## src/rtl/pipeline_hazard_ctrl.sv

```systemverilog
// rtl/pipeline_hazard_ctrl.sv - hazard unit: load-use stall, EX forwarding, MUL/DIV hold, dmem wait stall
// Optional stall-cycle counter enabled by defining HAZARD_STALL_CNT_EN.
module pipeline_hazard_ctrl #(
  parameter int REG_ADDR_W = 5,
  parameter int MULDIV_LAT = 4,
  parameter int CNT_W      = 3
) (
  input  logic                  i_clk,
  input  logic                  i_reset,
  input  logic [REG_ADDR_W-1:0] i_rs1_id,
  input  logic [REG_ADDR_W-1:0] i_rs2_id,
  input  logic [REG_ADDR_W-1:0] i_rs1_ex,
  input  logic [REG_ADDR_W-1:0] i_rs2_ex,
  input  logic [REG_ADDR_W-1:0] i_rd_ex,
  input  logic                  i_regwrite_ex,
  input  logic                  i_load_ex,
  input  logic                  i_muldiv_ex,
  input  logic [REG_ADDR_W-1:0] i_rd_mem,
  input  logic                  i_regwrite_mem,
  input  logic                  i_load_mem,
  input  logic                  i_mem_access,
  input  logic                  i_mem_ready,
  input  logic [REG_ADDR_W-1:0] i_rd_wb,
  input  logic                  i_regwrite_wb,
  output logic                  o_stall_if,
  output logic                  o_stall_id,
  output logic                  o_stall_ex,
  output logic                  o_stall_mem,
  output logic                  o_bubble_ex,
  output logic                  o_bubble_mem,
  output logic                  o_bubble_wb,
  output logic [1:0]            o_fwd_rs1_sel,
  output logic [1:0]            o_fwd_rs2_sel,
`ifdef HAZARD_STALL_CNT_EN
  output logic [31:0]           o_stall_cycles,
`endif
  output logic                  o_muldiv_busy
);

  typedef enum logic [0:0] {
    S_RUN    = 1'b0,
    S_MULDIV = 1'b1
  } state_t;

  localparam logic        MD_EN      = (MULDIV_LAT >= 2) ? 1'b1 : 1'b0;
  localparam int unsigned CNT_INIT_I = (MULDIV_LAT >= 2) ? (MULDIV_LAT - 2) : 0;
  localparam logic [CNT_W-1:0] CNT_INIT = CNT_INIT_I[CNT_W-1:0];

  state_t           r_state;
  state_t           w_state_nxt;
  logic [CNT_W-1:0] r_cnt;
  logic [CNT_W-1:0] w_cnt_nxt;

  logic w_mem_wait;
  logic w_load_use;
  logic w_rs1_mem_hit;
  logic w_rs2_mem_hit;
  logic w_rs1_wb_hit;
  logic w_rs2_wb_hit;

  assign w_mem_wait = i_mem_access & ~i_mem_ready;

  // x0 is hardwired zero, so a write to it never creates a dependency.
  assign w_rs1_mem_hit = i_regwrite_mem & ~i_load_mem & (i_rd_mem != '0) & (i_rs1_ex == i_rd_mem);
  assign w_rs2_mem_hit = i_regwrite_mem & ~i_load_mem & (i_rd_mem != '0) & (i_rs2_ex == i_rd_mem);
  assign w_rs1_wb_hit  = i_regwrite_wb & (i_rd_wb != '0) & (i_rs1_ex == i_rd_wb);
  assign w_rs2_wb_hit  = i_regwrite_wb & (i_rd_wb != '0) & (i_rs2_ex == i_rd_wb);

  assign w_load_use = i_load_ex & i_regwrite_ex & (i_rd_ex != '0) &
                      ((i_rd_ex == i_rs1_id) | (i_rd_ex == i_rs2_id));

  always_ff @(posedge i_clk or negedge i_reset) begin
    if (!i_reset) begin
      r_state <= S_RUN;
      r_cnt   <= '0;
    end else if (!w_mem_wait) begin
      r_state <= w_state_nxt;
      r_cnt   <= w_cnt_nxt;
    end
  end

  always_comb begin
    w_state_nxt   = r_state;
    w_cnt_nxt     = r_cnt;
    o_stall_if    = 1'b0;
    o_stall_id    = 1'b0;
    o_stall_ex    = 1'b0;
    o_stall_mem   = 1'b0;
    o_bubble_ex   = 1'b0;
    o_bubble_mem  = 1'b0;
    o_bubble_wb   = 1'b0;
    o_fwd_rs1_sel = 2'b00;
    o_fwd_rs2_sel = 2'b00;
    o_muldiv_busy = 1'b0;

    // Outputs are forced quiet while reset is held, independent of inputs.
    if (i_reset) begin
      o_muldiv_busy = (r_state == S_MULDIV);

      if (w_rs1_mem_hit)     o_fwd_rs1_sel = 2'b01;
      else if (w_rs1_wb_hit) o_fwd_rs1_sel = 2'b10;
      if (w_rs2_mem_hit)     o_fwd_rs2_sel = 2'b01;
      else if (w_rs2_wb_hit) o_fwd_rs2_sel = 2'b10;

      if (w_mem_wait) begin
        o_stall_if  = 1'b1;
        o_stall_id  = 1'b1;
        o_stall_ex  = 1'b1;
        o_stall_mem = 1'b1;
        o_bubble_wb = 1'b1;
      end else begin
        unique case (r_state)
          S_RUN: begin
            if (i_muldiv_ex && MD_EN) begin
              o_stall_if   = 1'b1;
              o_stall_id   = 1'b1;
              o_stall_ex   = 1'b1;
              o_bubble_mem = 1'b1;
              w_state_nxt  = S_MULDIV;
              w_cnt_nxt    = CNT_INIT;
            end else if (w_load_use) begin
              o_stall_if  = 1'b1;
              o_stall_id  = 1'b1;
              o_bubble_ex = 1'b1;
            end
          end
          S_MULDIV: begin
            if (r_cnt != '0) begin
              o_stall_if   = 1'b1;
              o_stall_id   = 1'b1;
              o_stall_ex   = 1'b1;
              o_bubble_mem = 1'b1;
              w_cnt_nxt    = r_cnt - CNT_W'(1);
            end else begin
              // Final cycle: the op leaves EX; its still-high muldiv_ex must not retrigger.
              w_state_nxt = S_RUN;
            end
          end
          default: w_state_nxt = S_RUN;
        endcase
      end
    end
  end

`ifdef HAZARD_STALL_CNT_EN
  logic [31:0] r_stall_cycles;

  always_ff @(posedge i_clk or negedge i_reset) begin
    if (!i_reset) begin
      r_stall_cycles <= '0;
    end else if (o_stall_if) begin
      r_stall_cycles <= r_stall_cycles + 32'd1;
    end
  end

  assign o_stall_cycles = r_stall_cycles;
`endif

endmodule

```

## config.mk

```make
export PLATFORM = sky130hd
export DESIGN_NAME = pipeline_hazard_ctrl
export DESIGN_NICKNAME = d
export VERILOG_FILES = /design/src/rtl/pipeline_hazard_ctrl.sv
export SDC_FILE = /design/constraint.sdc
export NUM_CORES = 1
export LEC_CHECK = 0
export CAP_MARGIN = 20
export CELL_PAD_IN_SITES_DETAIL_PLACEMENT = 1
export CELL_PAD_IN_SITES_GLOBAL_PLACEMENT = 1
export CORE_UTILIZATION = 23
export CTS_CLUSTER_DIAMETER = 150
export DETAILED_ROUTE_END_ITERATION = 8
export GPL_TIMING_DRIVEN = 0
export PLACE_DENSITY = 0.87
export REMOVE_ABC_BUFFERS = 1
export SETUP_SLACK_MARGIN = 0.5
export SYNTH_ARGS = -nofsm -noshare
export SYNTH_HDL_FRONTEND = slang
export SYNTH_SLANG_ARGS = --single-unit
```

## constraint.sdc

```tcl
create_clock -name i_clk -period 3 [get_ports i_clk]
set_input_delay 0.3 -clock i_clk [delete_from_list [all_inputs] [get_ports i_clk]]
set_output_delay 0.3 -clock i_clk [all_outputs]
set_load 0.02 [all_outputs]
```

## Yosys cells after proc, flatten, opt, wreduce, memory -nomap -nowiden

Cells that the tools add are included.

- Input port bits: 45
- Output and inout bits: 12
- Word-level logic and storage cells: 61
- Bits in registers: 4

- Bitwise logic cells: 16
- Eq/ne operators: 8
- Muxes and demuxes: 28
- $add $sub $neg: 1
- Reductions and logical operators: 6

Operator list:

| kind | number |
|---|---|
| equality test 5 bit | 6 |
| two-way mux 1 bit | 17 |
| nonzero test 5 bit | 3 |
| two-way mux 2 bit | 6 |
| bitwise AND 1 bit | 11 |
| two-way mux 3 bit | 2 |
| case mux 3 bit (2 select lines) | 1 |
| inverter 1 bit | 4 |
| case mux 1 bit (2 select lines) | 2 |
| AND reduction 4 bit | 1 |
| nonzero test 3 bit | 1 |
| subtractor 3 x 1 -> 3 bit, second input constant | 1 |
| != test 2 x 1 -> 1 bit, second input constant | 1 |
| != test 2 bit, second input constant | 1 |
| AND reduction 2 bit | 1 |
| bitwise OR 1 bit | 1 |

## Longest topological paths before layout

- Word-level depth: 8
- Gate-level depth with buffers: 7
- Mapped depth without buffers: 6

## Least setup slack after synthesis

OpenSTA, ideal clock, no wires.

- Kind: reg2out
- From: reg r_cnt[0]
- To: out o_stall_if
- Cell stages (with the launch flop): 6
- Path buffers: 1
- Path slack: 0.756 ns
- Data required time: 2.700 ns
- Data arrival time: 1.944 ns
- Cells stage by stage: dfrtp_1 > inv_1 > ha_1 > and3b_1 > o41ai_1 > buf_4

- Cells in the longest elaborated chain, start to end: 5

Ends and longest elaborated chain:

| element | line | RTL |
|---|---|---|
| start, declared | 51 | `logic [CNT_W-1:0] r_cnt;` |
| start signal, assigned | 78 | `r_cnt <= w_cnt_nxt;` |
| nonzero test 3 bit | 128 | `if (r_cnt != '0) begin` |
| two-way mux 1 bit | - |  |
| case mux 1 bit (2 select lines) | - |  |
| two-way mux 1 bit (2 in series) | - |  |
| end, declared | 25 | `output logic o_stall_if,` |

Every way passes these cells.

## Worst setup path after layout

- From: in i_rd_mem[1]
- To: out o_fwd_rs1_sel[1]

- Cells in the longest elaborated chain, start to end: 5

Ends and longest elaborated chain:

| element | line | RTL |
|---|---|---|
| start, declared | 18 | `input logic [REG_ADDR_W-1:0] i_rd_mem,` |
| nonzero test 5 bit | 64 | `assign w_rs1_mem_hit = i_regwrite_mem & ~i_load_mem & (i_rd_mem != '0) & (i_rs1_ex == i_rd_mem);` |
| bitwise AND 1 bit | 64 |  |
| bitwise AND 1 bit (*) | 64 |  |
| two-way mux 2 bit (*) | 100 | `if (w_rs1_mem_hit) o_fwd_rs1_sel = 2'b01;` |
| two-way mux 2 bit (*) | 97 | `if (i_reset) begin` |
| end, declared | 32 | `output logic [1:0] o_fwd_rs1_sel,` |

Every way passes the cells marked *; elsewhere a longest branch is shown, timed or not.

==> impl_metrics.ini <==
[finish]
final_area_um2 = 1333
fin_util_pct = 46.71
drive_above_1_share_pct = 8.966
area_growth_pct = 87.17
fin_nets = 194
diodes = 0

[synthesis]
avgSynthCellArea_um2 = 8.376
yosys.area.top_type = xor2_1
synth_top_cell_area_share_pct = 29.53
seq_area_frac_synth_pct = 14.06
synth.distinct_cells = 27
yosys_warnings = 0
synthTopCellsByArea = xor2_1 (30%), dfrtp_1 (14%), xnor2_1 (7.4%)
netlist_instances = 85
syn_area_um2 = 711.9
synth-seq-cells = 4

[setup_path]
regToRegSetupSlack_ns = 1.31
r2r-start = r_cnt[0]
end_kind = output port
crit_chain = clkdlybuf4s50_1, or4_1, o21ai_2, nor4_1, nor4_2, clkbuf_2
path_max_fanout = 3
cpPeakStageDelay_ns = 0.56
crit_path_start_kind = input pin
worstPathArrival_ns = 2.16
crit_slowest_cell = or4_1
path_class = input pin to output port
reg2reg_depth = 7
reg2reg_to = r_cnt[2]
critPathRequiredTime_ns = 2.70

[cts]
numCtsBuffers = 3
clock_path_buffers = 2
cts_tree = done
cts-root-buf = clkbuf_4
clk_pin_slew_ns = 0.04
ctsHtreeMaxLevel = 1
clk_latency_ns = 0.24
cts.sinks = 4

[floorplan]
row_count = 19
start_util_pct = 24.96
pin_count = 57
dieHeight_um = 57.64
die_w_um = 57.64
core_um2 = 2853
die_area_um2 = 3322

[min_path]
min_path_type = input pin to asynchronous set/reset pin

[timing]
slew_viol_final = 0
skew_ns = 0.003799
fin_crit_sh_pct = 82.13
rsz0062_at_grt = true
slew_headroom_pct = 68.19
hold_slack_ns = 0.1247
final-hold-violation-count = 0
max_freq_mhz = 405.8
max_slew.worst_pin.slew_ns = 0.4771
setup-tns-final_ns = 0
final.min_clock_period_ns = 2.464
setup_viol = 0

[drt]
vias = 863
wirelength_um = 2862
ant_nets = 0
drt_iter0_drc = 8
post_drt_wl_per_cell_um = 16.26
drcViolationCount = 2
viasPerCell = 4.903
firstDrtPassIters = 6

[power_and_ir_drop]
p_leak_nw = 0.5634
ir_drop_mv = 0.1602
powerDensity_nw_per_um2 = 303.6
p_total_uw = 404.5

[global_route]
grt_max_degree = 14
grt_antenna_before_repair = 0
grt.total_usage_pct = 18.24
grt_pass1_wl_um = 4512
grt_pass1_vias = 963
grt-ovfl-total = 0

[place]
port_buffers = 56
hpwl_um = 2445
placed_area_um2 = 1296
place_congestion = 0.8082

[outcome]
violations = design-rule violations
status = finished, violations left

[flow_run]
max_cap_viol_count = 0
[final cells by class]
| type | instances | area [um^2] |
|---|---|---|
| clock buffer | 3 | 22.52 |
| fill | 356 | 1520 |
| inverter | 3 | 11.26 |
| multi-input combinational | 76 | 593.1 |
| sequential | 4 | 100.1 |
| tap | 31 | 38.79 |
| timing repair buffer | 59 | 566.8 |
[synth_stat cells]
cell type	instances
o21ai_1	1
nor4_1	3
xor2_1	24
nand3_1	6
xnor2_1	6
o21ai_0	2
and2_1	4
a21o_1	1
nor4_2	2
nand2b_1	1
o21ai_2	1
nor2b_1	2
a31oi_1	1
nand4b_1	1
a22oi_1	1
and3b_1	1
or4_1	5
nor3_1	2
nand3b_1	1
nor2_1	6
dfrtp_1	4
ha_1	2
o41ai_1	1
nor4b_4	1
o211ai_1	1
inv_1	3
buf_4	2
[per-stage QoR]
stage,setup slack (ns),cells
after floorplan,0.5315,83
after global placement,0.07789,170
after detailed placement,0.01253,170
after CTS,0.3792,173
after global routing,0.4748,176
final,0.5360,176
[how the worst max path moves through the flow]
stage                           start                to  slack, ns  cells after the start
after floorplan              r_cnt[0]        o_stall_id       0.53                      4
after global placement        i_reset  o_fwd_rs1_sel[1]       0.08                      5
after detailed placement      i_reset  o_fwd_rs1_sel[1]       0.01                      5
after CTS                 i_rd_mem[1]  o_fwd_rs1_sel[1]       0.38                      6
after global routing      i_rd_mem[1]  o_fwd_rs1_sel[1]       0.47                      6
final                     i_rd_mem[1]  o_fwd_rs1_sel[1]       0.54                      6
[placed cells by master (no fill, tap or decap), drive strengths merged, types with 2 or more instances in the layout]
cell            n
clkdlybuf4s50  46
xor2           24
xnor2           6
nand3           6
nor2            6
or4             5
dlygate4sd2     5
nor4            5
and2            4
dfrtp           4
clkbuf          4
buf             4
o21ai           4
inv             3
nor2b           2
nor3            2
ha              2
dlygate4sd1     2
[critical path, delay by kind of cell]
| family | cells | cell delay (ns) |
|---|---|---|
| AOI/OAI and AO/OA | 1 | 0.18 |
| and+or+nand+nor | 3 | 0.98 |
| buffers and inverters | 2 | 0.70 |
[metal layers]
layer  routed length, um  share of wire [%]  GRT usage (%)
met1                1147                 40          19.67
met2                1493                 52          32.89
met3                 113                3.9          4.241
met4                 108                3.8          9.756
met5                   0                  0              0
[power breakdown]
group	total (mW)	internal, mW	switching (mW)
Sequential	0.0931	0.0765	0.0166
Clock	0.0677	0.0448	0.0229
Combinational	0.244	0.131	0.113
[flip-flops by register name, indices dropped and copies added, names as in the netlist]
signal   cells
r_cnt        3
r_state      1
[repair_timing]
action / in CTS / in global routing
buffers inserted: 0 / 3
gates cloned: 0 / 0
gates resized for setup: 16 / 6
pin swaps: 0 / 1
setup endpoints to repair: 8 / 5
hold buffers: 0 / 0
[cell families (layout without fill, tap and decap cells)]
kind of cell    count (synthesis)  count (layout)  synth area share [%]
simple gates                   35              35                 33.22
buf+inv                         5              65                 3.690
xor+xnor                       30              30                 36.91
compound gates                  9               9                 8.613
fa+ha+maj                       2               2                 3.514
flops                           4               4                 14.06
Power figures use the tool's default switching activity.
